File: config.mk
export PLATFORM = sky130hd
export DESIGN_NAME = vga_fb_bus_ctrl
export DESIGN_NICKNAME = d
export VERILOG_FILES = /design/src/rtl/vga_pkg.sv /design/src/rtl/vga_xy_counter.sv /design/src/rtl/vga_fb_bus_ctrl.sv
export SDC_FILE = /design/constraint.sdc
export NUM_CORES = 1
export LEC_CHECK = 0
export ABC_AREA = 1
export CELL_PAD_IN_SITES_DETAIL_PLACEMENT = 0
export CELL_PAD_IN_SITES_GLOBAL_PLACEMENT = 1
export CORE_MARGIN = 2
export CORE_UTILIZATION = 38
export DETAILED_ROUTE_END_ITERATION = 8
export GPL_TIMING_DRIVEN = 0
export PLACE_DENSITY_LB_ADDON = 0.1
export SYNTH_ARGS = -nofsm -noshare
export SYNTH_HDL_FRONTEND = slang
export SYNTH_SLANG_ARGS = --single-unit
File: constraint.sdc
create_clock -name CLK -period 2 [get_ports CLK]
set_input_delay 0.4 -clock CLK [delete_from_list [all_inputs] [get_ports CLK]]
set_output_delay 0.4 -clock CLK [all_outputs]
set_load 0.005 [all_outputs]
File: src/rtl/vga_pkg.sv
// Shared definitions for the VGA frame-buffer bus controller: register window
// offsets, CTRL/status bit positions and the fill engine state type.
package vga_pkg;

    localparam logic [7:0] REG_COLOUR = 8'd0;
    localparam logic [7:0] REG_X      = 8'd1;
    localparam logic [7:0] REG_Y      = 8'd2;
    localparam logic [7:0] REG_PIXEL  = 8'd3;
    localparam logic [7:0] REG_CTRL   = 8'd4;
    localparam logic [7:0] REG_FILL   = 8'd5;
    localparam logic [7:0] REG_COUNT  = 8'd6;

    // CTRL write bits
    localparam int CTRL_START    = 0;
    localparam int CTRL_AUTOINC  = 1;
    localparam int CTRL_CLR_DROP = 2;

    // Status read-back bits
    localparam int STAT_BUSY    = 0;
    localparam int STAT_DROP    = 1;
    localparam int STAT_AUTOINC = 2;

    typedef enum logic [1:0] {
        IDLE,
        FILL,
        DONE
    } fill_state_t;

endpackage

File: src/rtl/vga_xy_counter.sv
// X/Y raster counter: loadable coordinates, raster-order step with full-frame
// wrap at (X_MAX, Y_MAX), and a flag marking the last pixel of the frame.
module vga_xy_counter
    import vga_pkg::*;
#(
    parameter int X_W   = 8,
    parameter int Y_W   = 7,
    parameter int X_MAX = 159,
    parameter int Y_MAX = 119
) (
    input  logic           clk,
    input  logic           rst_n,
    input  logic           i_clr,
    input  logic           i_step,
    input  logic           i_ld_x,
    input  logic           i_ld_y,
    input  logic [X_W-1:0] i_x,
    input  logic [Y_W-1:0] i_y,
    output logic [X_W-1:0] o_x,
    output logic [Y_W-1:0] o_y,
    output logic           o_last
);

    localparam logic [X_W-1:0] X_LAST = X_W'(X_MAX);
    localparam logic [Y_W-1:0] Y_LAST = Y_W'(Y_MAX);

    logic [X_W-1:0] r_x;
    logic [Y_W-1:0] r_y;

    // NOTE: state uses non-blocking (<=) so every flop samples pre-edge values.
    always_ff @(posedge clk or negedge rst_n) begin
        if (!rst_n) begin
            r_x <= '0;
            r_y <= '0;
        end else if (i_clr) begin
            r_x <= '0;
            r_y <= '0;
        end else if (i_step) begin
            if (r_x == X_LAST) begin
                r_x <= '0;
                r_y <= (r_y == Y_LAST) ? '0 : r_y + Y_W'(1);
            end else begin
                r_x <= r_x + X_W'(1);
            end
        end else begin
            if (i_ld_x) r_x <= i_x;
            if (i_ld_y) r_y <= i_y;
        end
    end

    assign o_x    = r_x;
    assign o_y    = r_y;
    assign o_last = (r_x == X_LAST) && (r_y == Y_LAST);

endmodule

File: src/rtl/vga_fb_bus_ctrl.sv
// Bus-mapped frame-buffer write controller with cursor, status read-back and
// colour config. The hardware fill engine is built only when VGA_FILL_EN is defined.
module vga_fb_bus_ctrl
    import vga_pkg::*;
#(
    parameter logic [7:0] BASE_ADDR = 8'hB0,
    parameter int         X_W       = 8,
    parameter int         Y_W       = 7,
    parameter int         PIX_W     = 1,
    parameter int         X_MAX     = 159,
    parameter int         Y_MAX     = 119
) (
    input  logic                 CLK,
    input  logic                 RESET,
    input  logic [7:0]           BUS_ADDR,
    input  logic [7:0]           BUS_DATA,
    input  logic                 BUS_WE,
    output logic [7:0]           BUS_DATA_OUT,
    output logic                 BUS_DATA_OE,
    output logic [X_W+Y_W-1:0]   FB_ADDR,
    output logic [PIX_W-1:0]     FB_DATA,
    output logic                 FB_WE,
    output logic [15:0]          CONFIG_COL,
    output logic                 BUSY
);

    logic [7:0]         w_off;
    logic               w_in_win, w_wr, w_rd;
    logic               w_wr_colour, w_wr_x, w_wr_y, w_wr_pixel, w_wr_ctrl, w_wr_fill;
    logic               w_busy, w_oob, w_pix_drop, w_pix_ok;
    logic [X_W-1:0]     w_cur_x;
    logic [Y_W-1:0]     w_cur_y;
    logic               w_fill_wr;
    logic [X_W+Y_W-1:0] w_fill_addr;
    logic [PIX_W-1:0]   w_fill_data, w_fill_rd;
    logic [7:0]         w_status, w_rd_data;

    logic [15:0]        r_config_col;
    logic               r_autoinc, r_drop;
    logic               r_fb_we;
    logic [X_W+Y_W-1:0] r_fb_addr;
    logic [PIX_W-1:0]   r_fb_data;
    logic               r_rd_oe;
    logic [7:0]         r_rd_data;

    // Offset wraps for addresses below BASE_ADDR, so one compare bounds the window.
    assign w_off       = BUS_ADDR - BASE_ADDR;
    assign w_in_win    = (w_off < REG_COUNT);
    assign w_wr        = BUS_WE & w_in_win;
    assign w_rd        = ~BUS_WE & w_in_win;
    assign w_wr_colour = w_wr && (w_off == REG_COLOUR);
    assign w_wr_x      = w_wr && (w_off == REG_X);
    assign w_wr_y      = w_wr && (w_off == REG_Y);
    assign w_wr_pixel  = w_wr && (w_off == REG_PIXEL);
    assign w_wr_ctrl   = w_wr && (w_off == REG_CTRL);
    assign w_wr_fill   = w_wr && (w_off == REG_FILL);

    assign w_oob      = (w_cur_x > X_W'(X_MAX)) || (w_cur_y > Y_W'(Y_MAX));
    assign w_pix_drop = w_wr_pixel & (w_oob | w_busy);
    assign w_pix_ok   = w_wr_pixel & ~w_pix_drop;

    vga_xy_counter #(.X_W(X_W), .Y_W(Y_W), .X_MAX(X_MAX), .Y_MAX(Y_MAX)) u_cursor (
        .clk    (CLK),
        .rst_n  (RESET),
        .i_clr  (w_wr_pixel & w_oob & r_autoinc),
        .i_step (w_pix_ok & r_autoinc),
        .i_ld_x (w_wr_x),
        .i_ld_y (w_wr_y),
        .i_x    (BUS_DATA[X_W-1:0]),
        .i_y    (BUS_DATA[Y_W-1:0]),
        .o_x    (w_cur_x),
        .o_y    (w_cur_y),
        .o_last ()
    );

`ifdef VGA_FILL_EN
    fill_state_t      r_state, w_state_nxt;
    logic             w_fill_start, w_fill_step, w_fill_last;
    logic [X_W-1:0]   w_fx;
    logic [Y_W-1:0]   w_fy;
    logic [PIX_W-1:0] r_fill_val;

    assign w_busy       = (r_state != IDLE);
    assign w_fill_start = w_wr_ctrl & BUS_DATA[CTRL_START] & (r_state == IDLE);

    always_ff @(posedge CLK or negedge RESET) begin
        if (!RESET) r_state <= IDLE;
        else        r_state <= w_state_nxt;
    end

    // NOTE: defaults first so every path assigns every output; no latches.
    always_comb begin
        w_state_nxt = r_state;
        w_fill_step = 1'b0;
        unique case (r_state)
            IDLE: if (w_fill_start) w_state_nxt = FILL;
            FILL: begin
                w_fill_step = 1'b1;
                if (w_fill_last) w_state_nxt = DONE;
            end
            DONE:    w_state_nxt = IDLE;
            default: w_state_nxt = IDLE;
        endcase
    end

    vga_xy_counter #(.X_W(X_W), .Y_W(Y_W), .X_MAX(X_MAX), .Y_MAX(Y_MAX)) u_fill_cnt (
        .clk    (CLK),
        .rst_n  (RESET),
        .i_clr  (w_fill_start),
        .i_step (w_fill_step),
        .i_ld_x (1'b0),
        .i_ld_y (1'b0),
        .i_x    ('0),
        .i_y    ('0),
        .o_x    (w_fx),
        .o_y    (w_fy),
        .o_last (w_fill_last)
    );

    always_ff @(posedge CLK or negedge RESET) begin
        if (!RESET)         r_fill_val <= '0;
        else if (w_wr_fill) r_fill_val <= BUS_DATA[PIX_W-1:0];
    end

    assign w_fill_wr   = w_fill_step;
    assign w_fill_addr = {w_fy, w_fx};
    assign w_fill_data = r_fill_val;
    assign w_fill_rd   = r_fill_val;
`else
    assign w_busy      = 1'b0;
    assign w_fill_wr   = 1'b0;
    assign w_fill_addr = '0;
    assign w_fill_data = '0;
    assign w_fill_rd   = '0;
`endif

    always_comb begin
        w_status               = '0;
        w_status[STAT_BUSY]    = w_busy;
        w_status[STAT_DROP]    = r_drop;
        w_status[STAT_AUTOINC] = r_autoinc;
        w_rd_data              = '0;
        case (w_off)
            REG_COLOUR: w_rd_data = r_config_col[15:8];
            REG_X:      w_rd_data = 8'(w_cur_x);
            REG_Y:      w_rd_data = 8'(w_cur_y);
            REG_CTRL:   w_rd_data = w_status;
            REG_FILL:   w_rd_data = 8'(w_fill_rd);
            default:    w_rd_data = '0;
        endcase
    end

    always_ff @(posedge CLK or negedge RESET) begin
        if (!RESET) begin
            r_config_col <= '0;
            r_autoinc    <= 1'b0;
            r_drop       <= 1'b0;
            r_fb_we      <= 1'b0;
            r_fb_addr    <= '0;
            r_fb_data    <= '0;
            r_rd_oe      <= 1'b0;
            r_rd_data    <= '0;
        end else begin
            if (w_wr_colour) r_config_col <= {BUS_DATA, ~BUS_DATA};
            if (w_wr_ctrl)   r_autoinc    <= BUS_DATA[CTRL_AUTOINC];
            // A new drop outranks a simultaneous clear.
            if (w_pix_drop)                               r_drop <= 1'b1;
            else if (w_wr_ctrl && BUS_DATA[CTRL_CLR_DROP]) r_drop <= 1'b0;

            r_fb_we <= w_fill_wr | w_pix_ok;
            if (w_fill_wr) begin
                r_fb_addr <= w_fill_addr;
                r_fb_data <= w_fill_data;
            end else if (w_pix_ok) begin
                r_fb_addr <= {w_cur_y, w_cur_x};
                r_fb_data <= BUS_DATA[PIX_W-1:0];
            end

            r_rd_oe   <= w_rd;
            r_rd_data <= w_rd ? w_rd_data : 8'h00;
        end
    end

    assign CONFIG_COL   = r_config_col;
    assign FB_WE        = r_fb_we;
    assign FB_ADDR      = r_fb_addr;
    assign FB_DATA      = r_fb_data;
    assign BUS_DATA_OE  = r_rd_oe;
    assign BUS_DATA_OUT = r_rd_data;
    assign BUSY         = w_busy;

endmodule

==> results_dict.tcl, run 1 <==
set metrics [dict create \
    core_sq_mm 0.008134 \
    critPathKind "input port to flip-flop" \
    yosys_warnings 0 \
    ys.flop_type "dfrtp_1" \
    portBuffers 60 \
    finish.utilization_pct 51.13 \
    fp-row-count 33 \
    status "complete, no violations" \
    slew_headroom_pct 61.84 \
    p_leak_nw 2.050 \
    worst_slack_ns 0.07701 \
    hold_violations 0 \
    ir_drop_mv 0.2483 \
    slew_violations 0 \
    die_y_microns 94.95 \
    start_kind "input port" \
    pwr-share-comb_pct 6.2 \
    hp-class "input port to asynchronous set/reset pin" \
    detailed_place_hpwl_mm 6.505 \
    dr_total_vias 2752 \
    area_growth_pct 32.32 \
    p_int_mw 1.785 \
    p_per_area_mw_per_mm2 575.1 \
    path_max_fanout 10 \
    boundaryPins 62 \
    overflow 0 \
    cts_buffer_depth 2 \
    cts.clk_slew.worst_paths_ns 0.08 \
    async_flop_share_pct 100.0 \
    avgViaCountPerCell 4.828 \
    cp.arrival_ns 2.15 \
    switchingPower_mw 0.6074 \
    fin_crit_ns 1.923 \
    synth_edf_count 0 \
    synth-seq-cells 59 \
    cts_tree "built" \
    dieWidth_microns 94.95 \
    worstMarginPinSlew_ns 0.5724 \
    seq_power_share_pct 50.5 \
    die_area_sq_mm 0.009015 \
    drc_errors 0 \
    post_drt_wl_per_cell_microns 14.76 \
    period_share_pct 96.15 \
    drive_gt1_share_pct 21.29 \
    whs_ns 0.04492 \
    grt_pass1_vias 2621 \
    drv_cap 0 \
    grt_pass1_wl_mm 13.61 \
    r2r_setup_slack_ns 0.12 \
    final_nets 481 \
    post_dp_cell_area_sq_mm 0.003890 \
    syn-num-nets 404 \
    preCtsSetupSlack_ns -0.3090 \
    syn_avg_cell_area_sq_um 8.206 \
    clkPwrFrac_pct 43.2 \
    antenna_found_initial 0 \
    yosysSeqAreaShare_pct 46.97 \
    postSynthCellCount 383 \
    finClkSkew_ns 0.009647 \
    track_usage_pct 20.24 \
    htreeDepth 3 \
    ant_nets 0 \
    cp.required_ns 2.23 \
    final_area_sq_mm 0.004159 \
    n_antenna_cell 0 \
    first_pass_iters 4 \
    hold_buffers 0 \
    wl_mm 8.416 \
    reg2reg_to "u_cursor.o_x[1]" \
    max_freq_ghz 0.5200 \
    clkLatencyLatePin_ns 0.35 \
    cts_root_buffer "clkbuf_8" \
    r2r_start "u_cursor.o_y[0]" \
    numCtsBuffers 9 \
    setup_viol_count_final 0 \
    p_sw_share_pct 25.39 \
    end_kind "flip-flop" \
    grt_start_max_net_pins 36 \
    netlist_area_sq_mm 0.003143 \
    synth.distinct_cells 32 \
    rsz0062_at_grt "true" \
    place_congestion 0.8580 \
    drtIter0Drc 162 \
    cts.sinks 59 \
    reg2reg_depth 11 \
    start_util_pct 38.64 \
]
[placed cells by master, fill, tap and decap left out, types with 2 or more instances in the layout]
master,n
nand2_2,25
clkinvlp_4,3
clkbuf_8,11
clkdlybuf4s50_1,58
nor2_2,5
nor2_8,2
nand3_1,20
ha_1,2
nor3_1,3
o21ai_0,30
o21ai_2,16
dfrtp_1,58
nor2_4,4
nand3_2,3
a21oi_1,7
nand2_4,3
o22ai_1,9
o21ai_1,5
inv_1,46
inv_2,5
nor2_1,29
nand2_1,88
buf_6,5
buf_4,6
o211ai_1,2
buf_2,3
xor2_1,2
nand4_1,2
[Yosys cell counts (3+ instances only)]
library cell / number / area (sq um)
nor2_1: 32 / 120.1
o21ai_1: 5 / 25.02
a21oi_1: 7 / 35.03
o22ai_1: 9 / 56.30
inv_2: 5 / 18.77
dfrtp_1: 59 / 1476
o21ai_2: 16 / 140.1
nor3_1: 3 / 15.01
o21ai_0: 30 / 150.1
nand3_1: 21 / 105.1
nand2_2: 25 / 156.4
nor2_2: 3 / 18.77
nor2_4: 3 / 33.78
inv_1: 46 / 172.7
nand2_1: 90 / 337.8
buf_6: 5 / 56.30
[metrics by stage]
step           setup TNS (ns)  std cells  power (mW)
6_report                    0        570       2.392
5_1_grt               -0.1737        570       2.492
4_1_cts                     0        565       2.413
3_5_place_dp           -12.30        549       1.380
3_3_place_gp           -94.33        548       1.376
2_1_floorplan               0        383       1.278
[layout make-up]
| class | count | area, sq um |
|---|---|---|
| fill | 777 | 3975 |
| sequential | 59 | 1478 |
| multi-input combinational | 264 | 1438 |
| timing repair buffer | 66 | 655.6 |
| inverter | 51 | 191.4 |
| clock buffer | 11 | 151.4 |
| tap | 105 | 131.4 |
| buffer | 9 | 77.57 |
| clock inverter | 5 | 36.28 |
[state kept, by name (all words and copies together), names as in the netlist]
register and count:
BUS_DATA_OE 1, BUS_DATA_OUT 8, CONFIG_COL 16, FB_ADDR 15
FB_DATA 1, FB_WE 1, r_autoinc 1, r_drop 1
u_cursor.o_x 8, u_cursor.o_y 7
[worst max path at each step]
stage,endpoint,depth (start not counted),slack (ns),startpoint
3_3_place_gp,u_cursor.o_y[1],1,-1.43,RESET
6_report,CONFIG_COL[6],10,0.08,BUS_ADDR[2]
4_1_cts,u_cursor.o_x[1],11,0.02,u_cursor.o_y[0]
2_1_floorplan,u_cursor.o_x[1],11,0.35,u_cursor.o_y[0]
5_1_grt,CONFIG_COL[1],9,-0.04,BUS_ADDR[2]
3_5_place_dp,BUS_DATA_OUT[0],8,-0.31,BUS_ADDR[3]
[power groups by stage]
stage / sequential (mW) / clock (mW) / combinational [mW]
3_3_place_gp: 1.23 / 0 / 0.144
4_1_cts: 1.21 / 1.06 / 0.149
5_1_grt: 1.21 / 1.12 / 0.167
2_1_floorplan: 1.23 / 0 / 0.0473
6_report: 1.21 / 1.03 / 0.149
3_5_place_dp: 1.23 / 0 / 0.149
[logic make-up after synthesis]
logic type               share of synthesized area, %
flip-flops                                      46.97
AO/OA/AOI/OAI                                   14.21
other                                          0.1193
XOR/XNOR                                       0.5574
AND/OR/NAND/NOR                                 28.78
buffers and inverters                           8.559
adder cells (fa/ha/maj)                        0.7961
[critical path, stage by stage]
cell and delay (ns):
clkdlybuf4s50_1 0.43, inv_1 0.08, nand2_1 0.12, nor3_2 0.26, nand2_4 0.16, nor2_4 0.26, inv_2 0.10, buf_2 0.19
nand2_1 0.06, o21ai_0 0.08
[routing by layer]
layer  vias to the layer above  global-route usage (%)  share of wire [%]
li1                       1375                       -                  -
met1                      1300                   27.90                 47
met2                        66                   32.03                 47
met3                        11                   3.671                4.0
met4                         0                   6.884                1.6
met5                         -                       0                  0
[repair_timing]
item                       4_1_cts  5_1_grt
gates resized for setup          0       12
setup endpoints to repair        0       41
setup buffers                    0        5
Note: power is estimated with default switching activity, not from simulation.
==> run 2, diff against run 1 <==
--- a/config.mk
+++ b/config.mk
@@ -6,6 +6,7 @@
 export NUM_CORES = 1
 export LEC_CHECK = 0
 export ABC_AREA = 1
+export CAP_MARGIN = 20
 export CELL_PAD_IN_SITES_DETAIL_PLACEMENT = 0
 export CELL_PAD_IN_SITES_GLOBAL_PLACEMENT = 1
 export CORE_MARGIN = 2
==> results_dict.tcl, run 2 (synthesis results as in run 1) <==
set metrics [dict create \
    post_drt_wl_per_cell_microns 14.76 \
    overflow 0 \
    track_usage_pct 20.24 \
    ant_nets 0 \
    cts_buffer_depth 2 \
    fill_cells 777 \
    finClkSkew_ns 0.009647 \
    fin_crit_ns 1.923 \
    cts_root_buffer "clkbuf_8" \
    largest_reg_flops 16 \
    hp-class "input port to asynchronous set/reset pin" \
    start_util_pct 38.64 \
    portBuffers 60 \
    drive_gt1_share_pct 21.29 \
    p_per_area_mw_per_mm2 575.1 \
    drc_errors 0 \
    core_sq_mm 0.008134 \
    wl_mm 8.416 \
    worst_slack_ns 0.07701 \
    die_area_sq_mm 0.009015 \
    numCtsBuffers 9 \
    dr_total_vias 2752 \
    status "complete, no violations" \
    path_max_fanout 10 \
    avgViaCountPerCell 4.828 \
    rsz0062_at_grt "true" \
    slew_violations 0 \
    area_growth_pct 32.32 \
    cp.required_ns 2.23 \
    finish.utilization_pct 51.13 \
    final_area_sq_mm 0.004159 \
    die_y_microns 94.95 \
    grt_start_max_net_pins 36 \
    detailed_place_hpwl_mm 6.505 \
    ir_drop_mv 0.2483 \
    boundaryPins 62 \
    final_common_cell "nand2_1" \
    critPathKind "input port to flip-flop" \
    period_share_pct 96.15 \
    post_dp_cell_area_sq_mm 0.003890 \
    cts.sinks 59 \
    cp.arrival_ns 2.15 \
    grt_pass1_vias 2621 \
    drv_cap 0 \
    hold_violations 0 \
    p_leak_nw 2.050 \
    first_pass_iters 4 \
    final_nets 481 \
    worstMarginPinSlew_ns 0.5724 \
    slew_headroom_pct 61.84 \
    n_antenna_cell 0 \
    grt_pass1_wl_mm 13.61 \
    fp-row-count 33 \
    hold_buffers 0 \
    setup_viol_count_final 0 \
    dieWidth_microns 94.95 \
    htreeDepth 3 \
    drtIter0Drc 162 \
    clkLatencyLatePin_ns 0.35 \
    place_congestion 0.8580 \
    end_kind "flip-flop" \
    start_kind "input port" \
    max_freq_ghz 0.5200 \
    cts_tree "built" \
    cts.clk_slew.worst_paths_ns 0.08 \
    preCtsSetupSlack_ns -0.3090 \
    antenna_found_initial 0 \
    final_cell_mix "nand2_1 (88), dfrtp_1 (58), clkdlybuf4s50_1 (58)" \
]
[run 2: cell counts in the layout (fill, tap and decap cells not counted)]
No cell type changed its count.
[run 2: area by class of cell]
type | count | area (sq um) | area share [%]
sequential | 59 | 1478 | 35.53
multi-input combinational | 264 | 1438 | 34.57
buffer | 9 | 77.57 | 1.865
clock inverter | 5 | 36.28 | 0.8724
timing repair buffer | 66 | 655.6 | 15.76
clock buffer | 11 | 151.4 | 3.640
tap | 105 | 131.4 | 3.159
inverter | 51 | 191.4 | 4.603
[run 2: critical path, stage by stage]
cell and delay (ns):
clkdlybuf4s50_1 0.43, inv_1 0.08, nand2_1 0.12, nor3_2 0.26, nand2_4 0.16, nor2_4 0.26, inv_2 0.10, buf_2 0.19
nand2_1 0.06, o21ai_0 0.08
[run 2: repair_timing]
| item | 4_1_cts | 5_1_grt |
|---|---|---|
| endpoints found under the setup margin | 0 | 41 |
| resized for setup | 0 | 12 |
| setup buffers | 0 | 5 |
[run 2: where the power goes]
| part | leakage (nW) | internal, mW | total (mW) | switching (mW) |
|---|---|---|---|---|
| Sequential | 0.759 | 1.20 | 1.21 | 0.00738 |
| Clock | 0.0880 | 0.519 | 1.03 | 0.516 |
| Combinational | 1.20 | 0.0651 | 0.149 | 0.0842 |
[run 2: layer usage]
| layer | vias up | GRT usage [%] | wire, microns | part of all wire, % |
|---|---|---|---|---|
| met5 | - | 0 | 0 | 0 |
| met4 | 0 | 6.884 | 132 | 1.6 |
| met3 | 11 | 3.671 | 339 | 4.0 |
| met2 | 66 | 32.03 | 3956 | 47 |
| met1 | 1300 | 27.90 | 3988 | 47 |
| li1 | 1375 | - | - | - |
[run 2: worst paths after layout]
path,start,to,slack [ns],cells past startpoint
worst max-delay path,BUS_ADDR[2],CONFIG_COL[6],0.08,10
min in group CLK,CONFIG_COL[5],CONFIG_COL[5],0.48,2
worst max register to register,u_cursor.o_y[0],u_cursor.o_x[1],0.12,11
worst min-delay path,RESET,CONFIG_COL[5],0.04,1
worst min register to register,CONFIG_COL[5],CONFIG_COL[5],0.48,2
max in group asynchronous,RESET,u_cursor.o_y[0],1.36,2
[run 2: metrics by stage]
stage / instances / hold WS, ns / power (mW) / TNS (ns)
2_1_floorplan: 383 / 0.1044 / 1.278 / 0
3_3_place_gp: 548 / 0.4693 / 1.376 / -94.33
5_1_grt: 570 / 0.07464 / 2.492 / -0.1737
3_5_place_dp: 549 / 0.4264 / 1.380 / -12.30
6_report: 570 / 0.04492 / 2.392 / 0
4_1_cts: 565 / 0.05289 / 2.413 / 0
==> run 3, diff against run 2 <==
--- a/config.mk
+++ b/config.mk
@@ -11,7 +11,9 @@
 export CELL_PAD_IN_SITES_GLOBAL_PLACEMENT = 1
 export CORE_MARGIN = 2
 export CORE_UTILIZATION = 38
+export CTS_CLUSTER_DIAMETER = 120
 export DETAILED_ROUTE_END_ITERATION = 8
+export GPL_ROUTABILITY_DRIVEN = 1
 export GPL_TIMING_DRIVEN = 0
 export PLACE_DENSITY_LB_ADDON = 0.1
 export SYNTH_ARGS = -nofsm -noshare
==> results of run 3 <==
The final DEF is identical to that of run 2; final timing and power are the same.
==> RTL edit 1 (config.mk and constraints of run 1) <==
The option `VGA_FILL_EN` is turned on by a define.
--- a/src/rtl/vga_fb_bus_ctrl.sv
+++ b/src/rtl/vga_fb_bus_ctrl.sv
@@ -2,2 +2,4 @@
 // colour config. The hardware fill engine is built only when VGA_FILL_EN is defined.
+`define VGA_FILL_EN
+
 module vga_fb_bus_ctrl
Behaviour: not the same (a bounded check fails within 4 cycles, from zero or initial values and one cycle with RESET low).
==> RTL edit 1 against run 1 <==
- non-clock buffer count increased by 9
- clock power increased by 18%
- final area is 31% higher
- final cell count is 35% higher
- clock skew grew 0.0065 ns
- wire length is 44% higher
- synthesized area increased by 35%
- setup slack improved by 0.034 ns
- critical path depth is the same
- total power increased by 22%
- sequential cell count rose by 18
- critical path type unchanged
- largest power group unchanged
==> RTL edit 1: results (changes against run 1) <==
| Metric | Value |
|---|---|
| Status | completed (unchanged) |
| Crit Path Max Fanout | 5 (was 10) |
| Clock skew | 0.0162 ns (was 0.00965 ns) |
| Crit path from | BUS_ADDR[0] (was BUS_ADDR[2]) |
| Pint | 2220 µW (was 1780 µW) |
| Rel. slew slack | 66.8% (was 61.8%) |
| Leak Pwr | 0.00260 µW (was 0.00205 µW) |
| Peak supply drop | 0.279 mV (was 0.248 mV) |
| First DRT Iteration DRCs | 254 (was 162) |
| Synth Net Count | 563 (was 404) |
| TritonRoute pass-1 iters | 5 (was 4) |
| Number of distinct library cells after synthesis | 39 (was 32) |
| Top cells by count, synth | nand2_1, dfrtp_1, nor2_1 (was nand2_1, dfrtp_1, inv_1) |
| Largest net degree at the start of global routing | 43 (was 36) |
| Critical Path Max Stage Delay | 0.56 ns (was 0.43 ns) |
| Place WS | -0.309 ns (about the same) |
| Vias in the first global route | 3697 (was 2621) |
| Adder-cell share of the synthesized area | 1.18% (was 0.796%) |
| Worst setup endpoint | u_cursor.o_y[5] (was CONFIG_COL[6]) |
| Synth Area per Inst | 7.88 µm² (was 8.21 µm²) |
| Dpl cell area | 0.00506 mm² (was 0.00389 mm²) |
| Final net count | 646 (was 481) |
| Filler cells | 1110 (was 777) |
| Layout Cells excl Fill | 768 (was 570) |
| Placed instance count | 742 (was 549) |
| Gate power share | 4.8% (was 6.2%) |
| R2r worst-path depth | 10 (was 11) |
| Post-synthesis xor/xnor area fraction | 1.03% (was 0.557%) |
| Global-route wire length before repair | 19.4 mm (was 13.6 mm) |
==> RTL edit 1: cell types whose count changed after synthesis, moves of 6 or more <==
cell and change:
nand2_1 +49, nor2_1 +37, o21ai_2 -12, nand4_1 +7, o21ai_1 +7, nand3_1 +11
nand2_2 -13, a31oi_1 +16, inv_1 +7, o22ai_1 -6, dfrtp_1 +18
==> RTL edit 1: layout make-up <==
cell class / count / area [µm²] / area share [%]
timing repair buffer: 73 / 731 / 13.5
sequential: 77 / 1930 / 35.5
buffer: 11 / 81.3 / 1.50
tap: 140 / 175 / 3.22
clock inverter: 5 / 60.1 / 1.11
inverter: 62 / 233 / 4.28
multi-input combinational: 389 / 2080 / 38.3
clock buffer: 11 / 141 / 2.60
==> RTL edit 1: metal layers <==
layer	vias up	routed length, µm	GRT usage (%)
met3	13	605	3.79
met5	-	0	0
met2	97	5420	31.8
met1	1890	5980	31.7
met4	0	127	6.06
li1	1922	-	-
==> RTL edit 2 (flow settings as in run 1) <==
Without the edit above. Put one more register stage on the output `FB_ADDR`, with the module's reset. The value now appears one clock later. The other outputs are not delayed to match.
--- a/src/rtl/vga_fb_bus_ctrl.sv
+++ b/src/rtl/vga_fb_bus_ctrl.sv
@@ -185,3 +185,9 @@
     assign FB_WE        = r_fb_we;
-    assign FB_ADDR      = r_fb_addr;
+    always_ff @(posedge CLK or negedge RESET) begin
+        if (!RESET) begin
+            FB_ADDR <= '0;
+        end else begin
+            FB_ADDR <= r_fb_addr;
+        end
+    end
     assign FB_DATA      = r_fb_data;
Formal check against the unedited RTL: not equivalent (Yosys sat finds a counterexample within 4 cycles, from zero or initial values and one cycle with RESET low).
==> RTL edit 2 against run 1 <==
- final area is 9.8% higher
- combinational power is 8% lower
- sequential cell count is 15 higher
- wire length is 5.8% higher
- critical path depth is 1 lower
- synthesized area is 13% higher
- setup slack better by 0.059 ns
- total power is 13% higher
- largest power group unchanged
==> RTL edit 2: results (changes against run 1) <==
| Metric | Value |
|---|---|
| # hold bufs at CTS | 1 (was 0) |
| WL met2 | 4.14 mm (was 3.96 mm) |
| Status | completed (unchanged) |
| Routability Congestion | 0.852 (was 0.858) |
| Number of distinct library cells after synthesis | 36 (was 32) |
| Buffering overhead | 16.0% (was 17.6%) |
| Critical Path Max Stage Delay | 0.45 ns (was 0.43 ns) |
| Synth Register Bits | 74 (was 59) |
| Compound-Gate Fraction of Synth Area | 11.4% (was 14.2%) |
| Routed wl met3 | 289 µm (was 339 µm) |
| First DRT Iteration DRCs | 155 (was 162) |
| Crit path from | u_cursor.o_y[0] (was BUS_ADDR[2]) |
| Worst setup endpoint | r_fb_addr[7] (was CONFIG_COL[6]) |
| ClkCell Share | 3.94% (was 4.51%) |
| Hold Path Class | reg -> reg (was in -> async) |
| Arr. time, crit path | 2.09 ns (was 2.15 ns) |
| Multi-input logic cell count | 280 (was 264) |
| Synth top area cells | dfrtp_1, nand2_1, inv_1, o21ai_0, o21ai_2 (was dfrtp_1, nand2_1, inv_1, nand2_2, o21ai_0) |
| Wire length per cell | 14.9 µm (was 14.8 µm) |
| Gate power share | 5.1% (was 6.2%) |
| Clock skew | 0.0164 ns (was 0.00965 ns) |
| Hpwl dp | 6.86 mm (was 6.51 mm) |
| Layout cell share with drive strength beyond 1 | 16.7% (was 21.3%) |
| M1 WL | 4.39 mm (was 3.99 mm) |
| Pint | 2040 µW (was 1780 µW) |
==> RTL edit 2: cell count changes after synthesis, moves of 4 or more <==
cell and delta:
o22ai_1 -5, nand3_1 -4, nor2_1 -5, a21oi_1 +9, dfrtp_1 +15, nand2_2 -18
o21ai_0 -5, nand2_1 +40, inv_1 -10, o21ai_1 -4
==> RTL edit 2: stage by stage <==
| step | utilization [%] | power (µW) | worst slack (ns) | area (µm²) |
|---|---|---|---|---|
| 6_report | 49.9 | 2710 | 0.136 | 4570 |
| 5_1_grt | 49.9 | 2830 | -0.00453 | 4570 |
| 3_3_place_gp | 46.9 | 1660 | -1.98 | 4300 |
| 4_1_cts | 49.2 | 2750 | 0.0366 | 4500 |
| 3_5_place_dp | 47.1 | 1670 | -0.291 | 4310 |
| 2_1_floorplan | - | 1570 | 0.367 | 3560 |
==> RTL edit 2: logic make-up after synthesis <==
family	count (synthesis)
DFF	74
adders and majority gates	2
buffers and inverters	49
and+or+nand+nor	212
other	1
AOI/OAI and AO/OA	63
xor gates and xnor gates	2
